--- config.mk ---
export PLATFORM = sky130hd
export DESIGN_NAME = cpl_dword_packer
export DESIGN_NICKNAME = d
export VERILOG_FILES = /design/src/rtl/adv_drc_pkg.sv /design/src/rtl/dw_thermo_check.sv /design/src/rtl/cpl_dword_packer.sv
export SDC_FILE = /design/constraint.sdc
export NUM_CORES = 1
export LEC_CHECK = 0
export ABC_AREA = 0
export CAP_MARGIN = 20
export CORE_MARGIN = 2
export CORE_UTILIZATION = 46
export CTS_CLUSTER_DIAMETER = 50
export DETAILED_ROUTE_END_ITERATION = 10
export PLACE_DENSITY = 0.89
export SLEW_MARGIN = 20
export SYNTH_ARGS = -nofsm -noshare
export SYNTH_HDL_FRONTEND = slang
export SYNTH_SLANG_ARGS = --single-unit
--- constraint.sdc ---
create_clock -name i_clk -period 2.8 [get_ports i_clk]
set_input_delay 0.42 -clock i_clk [delete_from_list [all_inputs] [get_ports i_clk]]
set_output_delay 0.42 -clock i_clk [all_outputs]
set_load 0.02 [all_outputs]
--- src/rtl/adv_drc_pkg.sv ---
// Shared widths, dword-enable constants and FSM states for the completion packer.
package adv_drc_pkg;

  localparam int unsigned DW_W    = 32;
  localparam int unsigned BEAT_DW = 4;
  localparam int unsigned BEAT_W  = DW_W * BEAT_DW;
  localparam int unsigned RES_DW  = 3;
  localparam int unsigned RES_W   = DW_W * RES_DW;
  localparam int unsigned MRG_W   = DW_W * (RES_DW + BEAT_DW);
  localparam int unsigned CNT_W   = 3;

  localparam logic [BEAT_DW-1:0] DWEN_0 = 4'b0000;
  localparam logic [BEAT_DW-1:0] DWEN_1 = 4'b0001;
  localparam logic [BEAT_DW-1:0] DWEN_2 = 4'b0011;
  localparam logic [BEAT_DW-1:0] DWEN_3 = 4'b0111;
  localparam logic [BEAT_DW-1:0] DWEN_4 = 4'b1111;

  typedef enum logic {
    ST_RUN   = 1'b0,
    ST_FLUSH = 1'b1
  } state_t;

  // Thermometer dword enable for a dword count (counts above 4 saturate).
  function automatic logic [BEAT_DW-1:0] thermo(input logic [CNT_W-1:0] n);
    case (n)
      3'd0:    thermo = DWEN_0;
      3'd1:    thermo = DWEN_1;
      3'd2:    thermo = DWEN_2;
      3'd3:    thermo = DWEN_3;
      default: thermo = DWEN_4;
    endcase
  endfunction

endpackage

--- src/rtl/dw_thermo_check.sv ---
// Validates a dword-enable as a non-zero thermometer code from lane0 and
// returns its dword count (0 when illegal).
//   dwen    : dword enable of the incoming beat
//   legal_c : 1 for 0001/0011/0111/1111
//   cnt_c   : number of valid dwords, forced to 0 when illegal
module dw_thermo_check
  import adv_drc_pkg::*;
(
  input  logic [BEAT_DW-1:0] dwen,
  output logic               legal_c,
  output logic [CNT_W-1:0]   cnt_c
);

  always_comb begin
    legal_c = 1'b1;
    cnt_c   = 3'd0;
    case (dwen)
      DWEN_1:  cnt_c = 3'd1;
      DWEN_2:  cnt_c = 3'd2;
      DWEN_3:  cnt_c = 3'd3;
      DWEN_4:  cnt_c = 3'd4;
      default: legal_c = 1'b0;
    endcase
  end

endmodule

--- src/rtl/cpl_dword_packer.sv ---
// Packs variable-width completion beats into full 4-dword output beats,
// keeping up to 3 leftover dwords between beats and flushing on cpl_last.
//   i_clk, i_rst_n   : clock, synchronous active-low reset
//   cpl_*            : input completion beat (valid/ready handshake)
//   packer_*         : registered output beat strobe, no backpressure
//   err_dwen         : sticky flag for an accepted illegal dword enable
module cpl_dword_packer
  import adv_drc_pkg::*;
#(
  parameter int unsigned P_TAG_W = 8
) (
  input  logic               i_clk,
  input  logic               i_rst_n,
  input  logic [P_TAG_W-1:0] cpl_tag,
  input  logic [BEAT_W-1:0]  cpl_data,
  input  logic [BEAT_DW-1:0] cpl_dwen,
  input  logic               cpl_last,
  input  logic               cpl_req_done,
  input  logic               cpl_valid,
  output logic               cpl_ready,
  output logic [P_TAG_W-1:0] packer_tag,
  output logic [BEAT_W-1:0]  packer_dout,
  output logic [BEAT_DW-1:0] packer_dout_dwen,
  output logic               packer_valid,
  output logic               packer_done,
  output logic               err_dwen
);

  state_t               state_q, state_d;
  logic [RES_W-1:0]     res_q, res_d;
  logic [1:0]           res_cnt_q, res_cnt_d;
  logic [P_TAG_W-1:0]   res_tag_q, res_tag_d;
  logic                 pend_done_q, pend_done_d;
  logic                 ready_q, ready_d;
  logic                 valid_q, valid_d;
  logic                 done_q, done_d;
  logic [BEAT_W-1:0]    dout_q, dout_d;
  logic [BEAT_DW-1:0]   dwen_q, dwen_d;
  logic [P_TAG_W-1:0]   tag_q, tag_d;
  logic                 err_q, err_d;

  logic                 legal;
  logic [CNT_W-1:0]     new_cnt;
  logic [CNT_W-1:0]     total;
  logic                 accept;
  logic [BEAT_W-1:0]    lane_mask;
  logic [BEAT_W-1:0]    data_m;
  logic [MRG_W-1:0]     merged;

  dw_thermo_check u_check (
    .dwen    (cpl_dwen),
    .legal_c (legal),
    .cnt_c   (new_cnt)
  );

  // Zero invalid lanes so stale upper dwords never leak into the residual.
  always_comb begin
    lane_mask = '0;
    for (int i = 0; i < BEAT_DW; i++) begin
      lane_mask[i*DW_W +: DW_W] = {DW_W{cpl_dwen[i]}};
    end
  end

  assign accept = cpl_valid && ready_q;
  assign data_m = legal ? (cpl_data & lane_mask) : '0;
  assign merged = MRG_W'(res_q) | (MRG_W'(data_m) << {res_cnt_q, 5'b0});
  assign total  = CNT_W'(res_cnt_q) + new_cnt;

  // Next-state and registered-output logic.
  always_comb begin
    state_d     = state_q;
    res_d       = res_q;
    res_cnt_d   = res_cnt_q;
    res_tag_d   = res_tag_q;
    pend_done_d = pend_done_q;
    valid_d     = 1'b0;
    done_d      = 1'b0;
    dout_d      = dout_q;
    dwen_d      = dwen_q;
    tag_d       = tag_q;
    err_d       = err_q;

    case (state_q)
      ST_RUN: begin
        if (accept) begin
          tag_d     = cpl_tag;
          res_tag_d = cpl_tag;
          if (!legal) begin
            err_d = 1'b1;
          end
          if (total >= 3'd4) begin
            valid_d   = 1'b1;
            dout_d    = merged[BEAT_W-1:0];
            dwen_d    = DWEN_4;
            res_d     = merged[MRG_W-1:BEAT_W];
            res_cnt_d = 2'(total - 3'd4);
            if (cpl_last) begin
              if (total == 3'd4) begin
                done_d    = cpl_req_done;
                res_d     = '0;
                res_cnt_d = 2'd0;
              end else begin
                // Tail stays in the residual and is emitted from FLUSH.
                state_d     = ST_FLUSH;
                pend_done_d = cpl_req_done;
              end
            end
          end else if (cpl_last) begin
            valid_d   = (total != 3'd0);
            dout_d    = merged[BEAT_W-1:0];
            dwen_d    = thermo(total);
            done_d    = cpl_req_done;
            res_d     = '0;
            res_cnt_d = 2'd0;
          end else begin
            res_d     = merged[RES_W-1:0];
            res_cnt_d = 2'(total);
          end
        end
      end
      ST_FLUSH: begin
        valid_d     = 1'b1;
        dout_d      = BEAT_W'(res_q);
        dwen_d      = thermo({1'b0, res_cnt_q});
        done_d      = pend_done_q;
        tag_d       = res_tag_q;
        res_d       = '0;
        res_cnt_d   = 2'd0;
        pend_done_d = 1'b0;
        state_d     = ST_RUN;
      end
      default: state_d = ST_RUN;
    endcase

    ready_d = (state_d == ST_RUN);
  end

  // State and output registers.
  always_ff @(posedge i_clk) begin
    if (!i_rst_n) begin
      state_q     <= ST_RUN;
      res_q       <= '0;
      res_cnt_q   <= 2'd0;
      res_tag_q   <= '0;
      pend_done_q <= 1'b0;
      ready_q     <= 1'b0;
      valid_q     <= 1'b0;
      done_q      <= 1'b0;
      dout_q      <= '0;
      dwen_q      <= '0;
      tag_q       <= '0;
      err_q       <= 1'b0;
    end else begin
      state_q     <= state_d;
      res_q       <= res_d;
      res_cnt_q   <= res_cnt_d;
      res_tag_q   <= res_tag_d;
      pend_done_q <= pend_done_d;
      ready_q     <= ready_d;
      valid_q     <= valid_d;
      done_q      <= done_d;
      dout_q      <= dout_d;
      dwen_q      <= dwen_d;
      tag_q       <= tag_d;
      err_q       <= err_d;
    end
  end

  assign cpl_ready        = ready_q;
  assign packer_tag       = tag_q;
  assign packer_dout      = dout_q;
  assign packer_dout_dwen = dwen_q;
  assign packer_valid     = valid_q;
  assign packer_done      = done_q;
  assign err_dwen         = err_q;

endmodule

# Yosys cells after proc, flatten, opt, wreduce, memory -nomap -nowiden

Index checks and enable logic that the tools add are counted.

Output and inout port bits: 144
Flip-flop bits (word level): 252
Word-level logic and storage cells: 93

$lt $le $gt $ge: 1
Reduce and logical (&&, ||, !) cells: 9
Shift operators: 1
Bitwise operators: 5
Equal/unequal tests: 16
Mux-type cells: 47
$add $sub $neg: 2

Operator list:

| kind               | number |
|---|---|
| $mux 128           | 4 |
| $mux 96            | 5 |
| $pmux 128 s2       | 1 |
| $or 96x224->224    | 1 |
| $shl 128x7->224    | 1 |
| $pmux 96 s2        | 1 |
| $and 128x128->128  | 1 |
| $pmux 4 s4         | 2 |
| $mux 1             | 17 |
| $pmux 8 s2         | 1 |
| $mux 4             | 3 |
| $pmux 3 s4         | 1 |
| $mux 2             | 5 |
| $mux 8             | 1 |
| $ne 2x2->1 const B | 4 |
| $pmux 1 s2         | 4 |
| $pmux 4 s2         | 1 |
| $eq 3x2->1 const B | 2 |
| $eq 2x2->1 const B | 2 |
| $eq 4x1->1 const B | 1 |
| $eq 4x2->1 const B | 1 |
| $eq 4x3->1 const B | 1 |
| $eq 4x4->1 const B | 1 |
| $pmux 2 s2         | 1 |
| 16 further kinds   | 19 |

# Longest topological paths before layout

Word-level depth: 11
Mapped depth: 13
Mapped depth without buffers: 10

# Hierarchy

Synthesis repeated with hierarchy kept, for this count alone.

Cells, all modules: 1568
Area, all modules: 12811.0 um^2

Modules (own cells, without submodules):

| module           | times used | seq. area each (um^2) | cells an instance | area each (um^2) |
|---|---|---|---|---|
| cpl_dword_packer | 1          | 5044.8                | 1559              | 12758.5 |
| dw_thermo_check  | 1          | 0.0                   | 9                 | 52.6 |

# Least setup slack after synthesis

OpenSTA, ideal clock, no wires.

Path type: input-to-reg
From: in cpl_dwen[1]
To: reg res_q[42]
Path buffers: 3
Path slack: -192 ps
Library setup time: 79 ps
Arrival: 2913 ps
Stages: 13
Cell sequence: buf_2 > nor2b_1 > nor4_1 > ha_1 > inv_1 > fa_1 > and3b_1 > nor2_1 > nand3_4 > or3b_1 > buf_2 > buf_6 > o221ai_2

Longest elaborated chain between the ends: 11
Elaborated cells on any way between the ends: 20

RTL lines:

| item                                     | line                    | source |
|---|---|---|
| start: declaration                       | cpl_dword_packer.sv:16  | `input logic [BEAT_DW-1:0] cpl_dwen,` |
| $eq 4x1->1, or another cell as far along | dw_thermo_check.sv:17   | `case (dwen)` |
| $reduce_or 4->1 (no source line)         | -                       |  |
| $mux 1                                   | dw_thermo_check.sv:17   |  |
| $mux 128                                 | cpl_dword_packer.sv:65  | `assign data_m = legal ? (cpl_data & lane_mask) : '0;` |
| $shl 128x7->224                          | cpl_dword_packer.sv:66  | `assign merged = MRG_W'(res_q) \| (MRG_W'(data_m) << {res_cnt_q, 5'b0});` |
| $or 96x224->224                          | cpl_dword_packer.sv:66  |  |
| $mux 96                                  | cpl_dword_packer.sv:98  | `if (total == 3'd4) begin` |
| $mux 96                                  | cpl_dword_packer.sv:97  | `if (cpl_last) begin` |
| $mux 96 (*)                              | cpl_dword_packer.sv:91  | `if (total >= 3'd4) begin` |
| $mux 96 (*)                              | cpl_dword_packer.sv:85  | `if (accept) begin` |
| $pmux 96 s2 (*)                          | cpl_dword_packer.sv:83  | `case (state_q)` |
| end signal: assignment                   | cpl_dword_packer.sv:155 | `res_q <= res_d;` |
| end: declaration                         | cpl_dword_packer.sv:30  | `logic [RES_W-1:0] res_q, res_d;` |

Every way passes the cells marked *; elsewhere a longest branch is shown, timed or not. The select of a mux whose other input is x is not followed.
A chain may end at the register's enable or synchronous reset.

# Final worst setup path

From: reg res_cnt_q[1]
To: reg dout_q[116] (netlist: packer_dout[116])

Longest elaborated chain between the ends: 6
Elaborated cells on any way between the ends: 10

RTL lines:

| item                     | line                    | source |
|---|---|---|
| start: declaration       | cpl_dword_packer.sv:31  | `logic [1:0] res_cnt_q, res_cnt_d;` |
| start signal: assignment | cpl_dword_packer.sv:156 | `res_cnt_q <= res_cnt_d;` |
| $shl 128x7->224          | cpl_dword_packer.sv:66  |  |
| $or 96x224->224          | cpl_dword_packer.sv:66  |  |
| $mux 128                 | cpl_dword_packer.sv:108 | `end else if (cpl_last) begin` |
| $mux 128                 | cpl_dword_packer.sv:91  |  |
| $mux 128                 | cpl_dword_packer.sv:85  |  |
| $pmux 128 s2             | cpl_dword_packer.sv:83  |  |
| end signal: assignment   | cpl_dword_packer.sv:162 | `dout_q <= dout_d;` |
| end: declaration         | cpl_dword_packer.sv:37  | `logic [BEAT_W-1:0] dout_q, dout_d;` |

Parallel ways exist; a longest one is shown, timed or not. The select of a mux whose other input is x is not followed.

==> impl_results.md <==
- Max Cap Violations: 0
- Dominant cells by area after synthesis: dfxtp_1 (39%), a21oi_1 (7.3%), o21ai_0 (4.7%), a221oi_1 (4.1%), o2bb2ai_1 (4.1%)
- Sequential fraction of the synthesis area: 0.389
- Fmax: about 0.37 GHz
- Total number of vias: around 15k
- Synth cell types: 63
- Effective utilization at floorplan: 0.466
- CP max-delay cell: nor3_2
- Worst-Skew Late Latency: 560 ps
- GRT overflow: 0
- DIE WIDTH: 172 um
- RSZ-0062 raised after global routing: no
- Initial antenna violation count: 1
- Status: finished, final reports clean
- CP Capture Type: flop
- Mapped Cells: 1476
- First-pass GRT wire length: slightly above 80000 um
- Main synth FF type: dfxtp_1
- Area of the mapped netlist: roughly 13000 um2
- H-tree depth: 1
- Post-synth EDFFs: 0
- Residual DRC: 0
- Largest area contributor in the netlist: dfxtp_1
- Vias in the first global route: approximately 15k
- Bufs and invs on worst path: 3
- Crit Path Category: flop to flop
- Commonest non-fill, non-tap cell in the layout: clkdlybuf4s50_1
- Total power: slightly above 9 mW
- Critical path required time: between 3000 and 4000 ps
- Syn avg cell area: approximately 9 um2
- Crit path time final: around 2700 ps
- IO Pins: 289
- Worst clock skew: 12.3 ps
- Pwr dens: 509 nW/um2
- Largest fanout on the critical path: 8
- Slew Viols, Final: 0
- Crit-path max cell delay: about 850 ps
- Most used cell, CP: buf_4
- Root Driver: clkbuf_16
- Most frequent cells in the layout: clkdlybuf4s50_1 (283), dfxtp_1 (251), a21oi_1 (189), nand2_1 (122), o21ai_0 (122)
- DP HPWL: 36500 um
- Drt via density: approximately 6.9
- Max_slew headroom: 0.218
- First DRT Iteration DRCs: roughly 2.8k
- Share of the synthesized area in the top cell type: 0.389
- Num CTS Buffers: 29
- Core Area: roughly 28000 um2
- Fin crit share: 0.959
- Placed cells: approximately 2.1k
- Dpl cell area: approximately 17000 um2
- WP data arrival: roughly 3200 ps
- Final setup margin: around 110 ps
- Lkg Pwr: approximately 6.6 nW
- Post-layout util: 0.648
- Cell family with most CP delay: simple AND/OR/NAND/NOR gates
- Worst Tran Pin Value: ~1200 ps
- # nets final: about 1.9k
- Routed WL: around 54000 um
- GP Congestion: between 0.9 and 1
- Reg clk slew, reported paths: approximately 60 ps
- Post-route ant nets: 0
- Yosys warns: 0
- Filler cell count: approximately 2.2k
- Row count: 61
- Element type at the critical path start: flop
- Die area: 29500 um2
- Max clock buf depth: 3
- Num Clock Sinks: roughly 250
- Largest net degree at the start of global routing: ~140
- Post-synth ARST share: 0
- Place WS: -856 ps
- Peak VDD IR: around 0.38 mV
- PortBufs: 288
- WL/cell: between 20 and 25 um
- Seq cells post-synth: 252
- Hold WC Path Type: input port to flop
- Total global-route track usage: 0.353
- Hold Fails Final Rpt: 0
- 1st-pass router iterations: 9
- CTS tree: yes
- Final Non-Filler Cells: roughly 2.2k
- Ratio of cells with drive above 1 in the final layout: 0.128
- Die H: 172 um
- Worst path cell trace: buf_4 -> buf_4 -> nand2b_1 -> nor3_2 -> buf_4 -> a222oi_1 -> a21boi_1 -> o2bb2ai_1
- Syn Nets: 1623
- Final setup viols: 0
- Area Overhead vs Synth: 39.0%
- Final Instance Area: about 18000 um2
## flip-flops by register name, summed over array words and instances, names as in the netlist
signal            count
pend_done_q           1
packer_valid          1
err_dwen              1
res_cnt_q             2
packer_dout_dwen      4
state_q               1
packer_done           1
packer_dout         128
packer_tag            8
res_tag_q             8
cpl_ready             1
res_q                96
## kinds of logic (layout without fill, tap and decap cells)
logic type,after synthesis,after routing,synth area share
muxes,10,10,0.00782
AOI/OAI and AO/OA,761,761,0.434
and+or+nand+nor,296,296,0.113
adders and majority gates,2,2,0.00251
xor gates and xnor gates,2,2,0.00280
DFF,252,252,0.389
other,0,1,0
buffers and inverters,153,472,0.0498
## cell type report
| cell class | instances | area, um2 | area share |
|---|---|---|---|
| Antenna cell | 1 | 2.50 | 0.000139 |
| Clock buffer | 43 | 808 | 0.0449 |
| Clock inverter | 11 | 121 | 0.00674 |
| Inverter | 6 | 22.5 | 0.00125 |
| Multi-Input combinational cell | 1071 | 7430 | 0.413 |
| Sequential cell | 252 | 5050 | 0.280 |
| Tap cell | 378 | 473 | 0.0263 |
| Timing Repair Buffer | 412 | 4090 | 0.227 |
## synth_stat cells (5+ instances only)
cell type and n:
o221ai_1 5, a221oi_1 61, a21boi_1 5, buf_1 5, nor3_1 9, buf_2 45
o21ai_0 122, a21oi_1 189, nand3_1 9, o221a_2 5, or3_1 11, dfxtp_1 252
o22a_1 28, a22o_1 34, inv_1 5, a32o_1 29, nand2_1 124, clkbuf_1 94
nand2b_1 32, mux2i_1 9, a22oi_1 41, a211o_1 32, o221ai_2 10, a21boi_0 26
a221o_1 10, o2bb2ai_1 60, a211oi_1 7, o211a_1 32, nor2_1 62, and2_1 8
a21o_1 5, a222oi_1 52, nor2b_1 9
## per-layer routing
metal  track usage  up-vias  part of all wire
met5             0        -                 0
met3        0.0812      280              0.14
met4         0.193        0             0.058
met1         0.452     6987              0.36
li1              -     6430                 -
met2         0.551     1368              0.45
## worst register-to-register path: stages, from the launching register on
cell	delay, ps
dfxtp_1	460
buf_4	220
buf_4	150
nand2b_1	170
nor3_2	850
buf_4	300
a222oi_1	120
a21boi_1	160
o2bb2ai_1	180
## report_power, final
group	total [mW]	switching, mW	internal, mW
Sequential	3.87	0.121	3.75
Clock	3.75	1.57	2.19
Combinational	1.54	0.858	0.682
## final timing paths
path                                       from               end  slack (ps)  cells past startpoint
worst max-delay path               res_cnt_q[1]  packer_dout[116]         110                      8
worst min-delay path                    i_rst_n       pend_done_q         420                      4
worst max register to register     res_cnt_q[1]  packer_dout[116]         110                      8
worst min register to register  packer_dout[97]   packer_dout[97]         470                      1
## per-stage QoR
step,setup TNS (ps),hold WS (ps)
2_1_floorplan,0,436
6_report,0,421
5_1_grt,0,420
3_5_place_dp,-141400,447
4_1_cts,0,397
3_3_place_gp,-115190,444
## repair_timing
action / in CTS / in global routing
setup endpoints to repair: 202 / 225
buffers inserted: 2 / 3
pin swaps: 1 / 4
hold buffers: 0 / 0
cloned: 0 / 1
gates resized for setup: 6 / 8
Note: power is estimated with default switching activity, not from simulation.
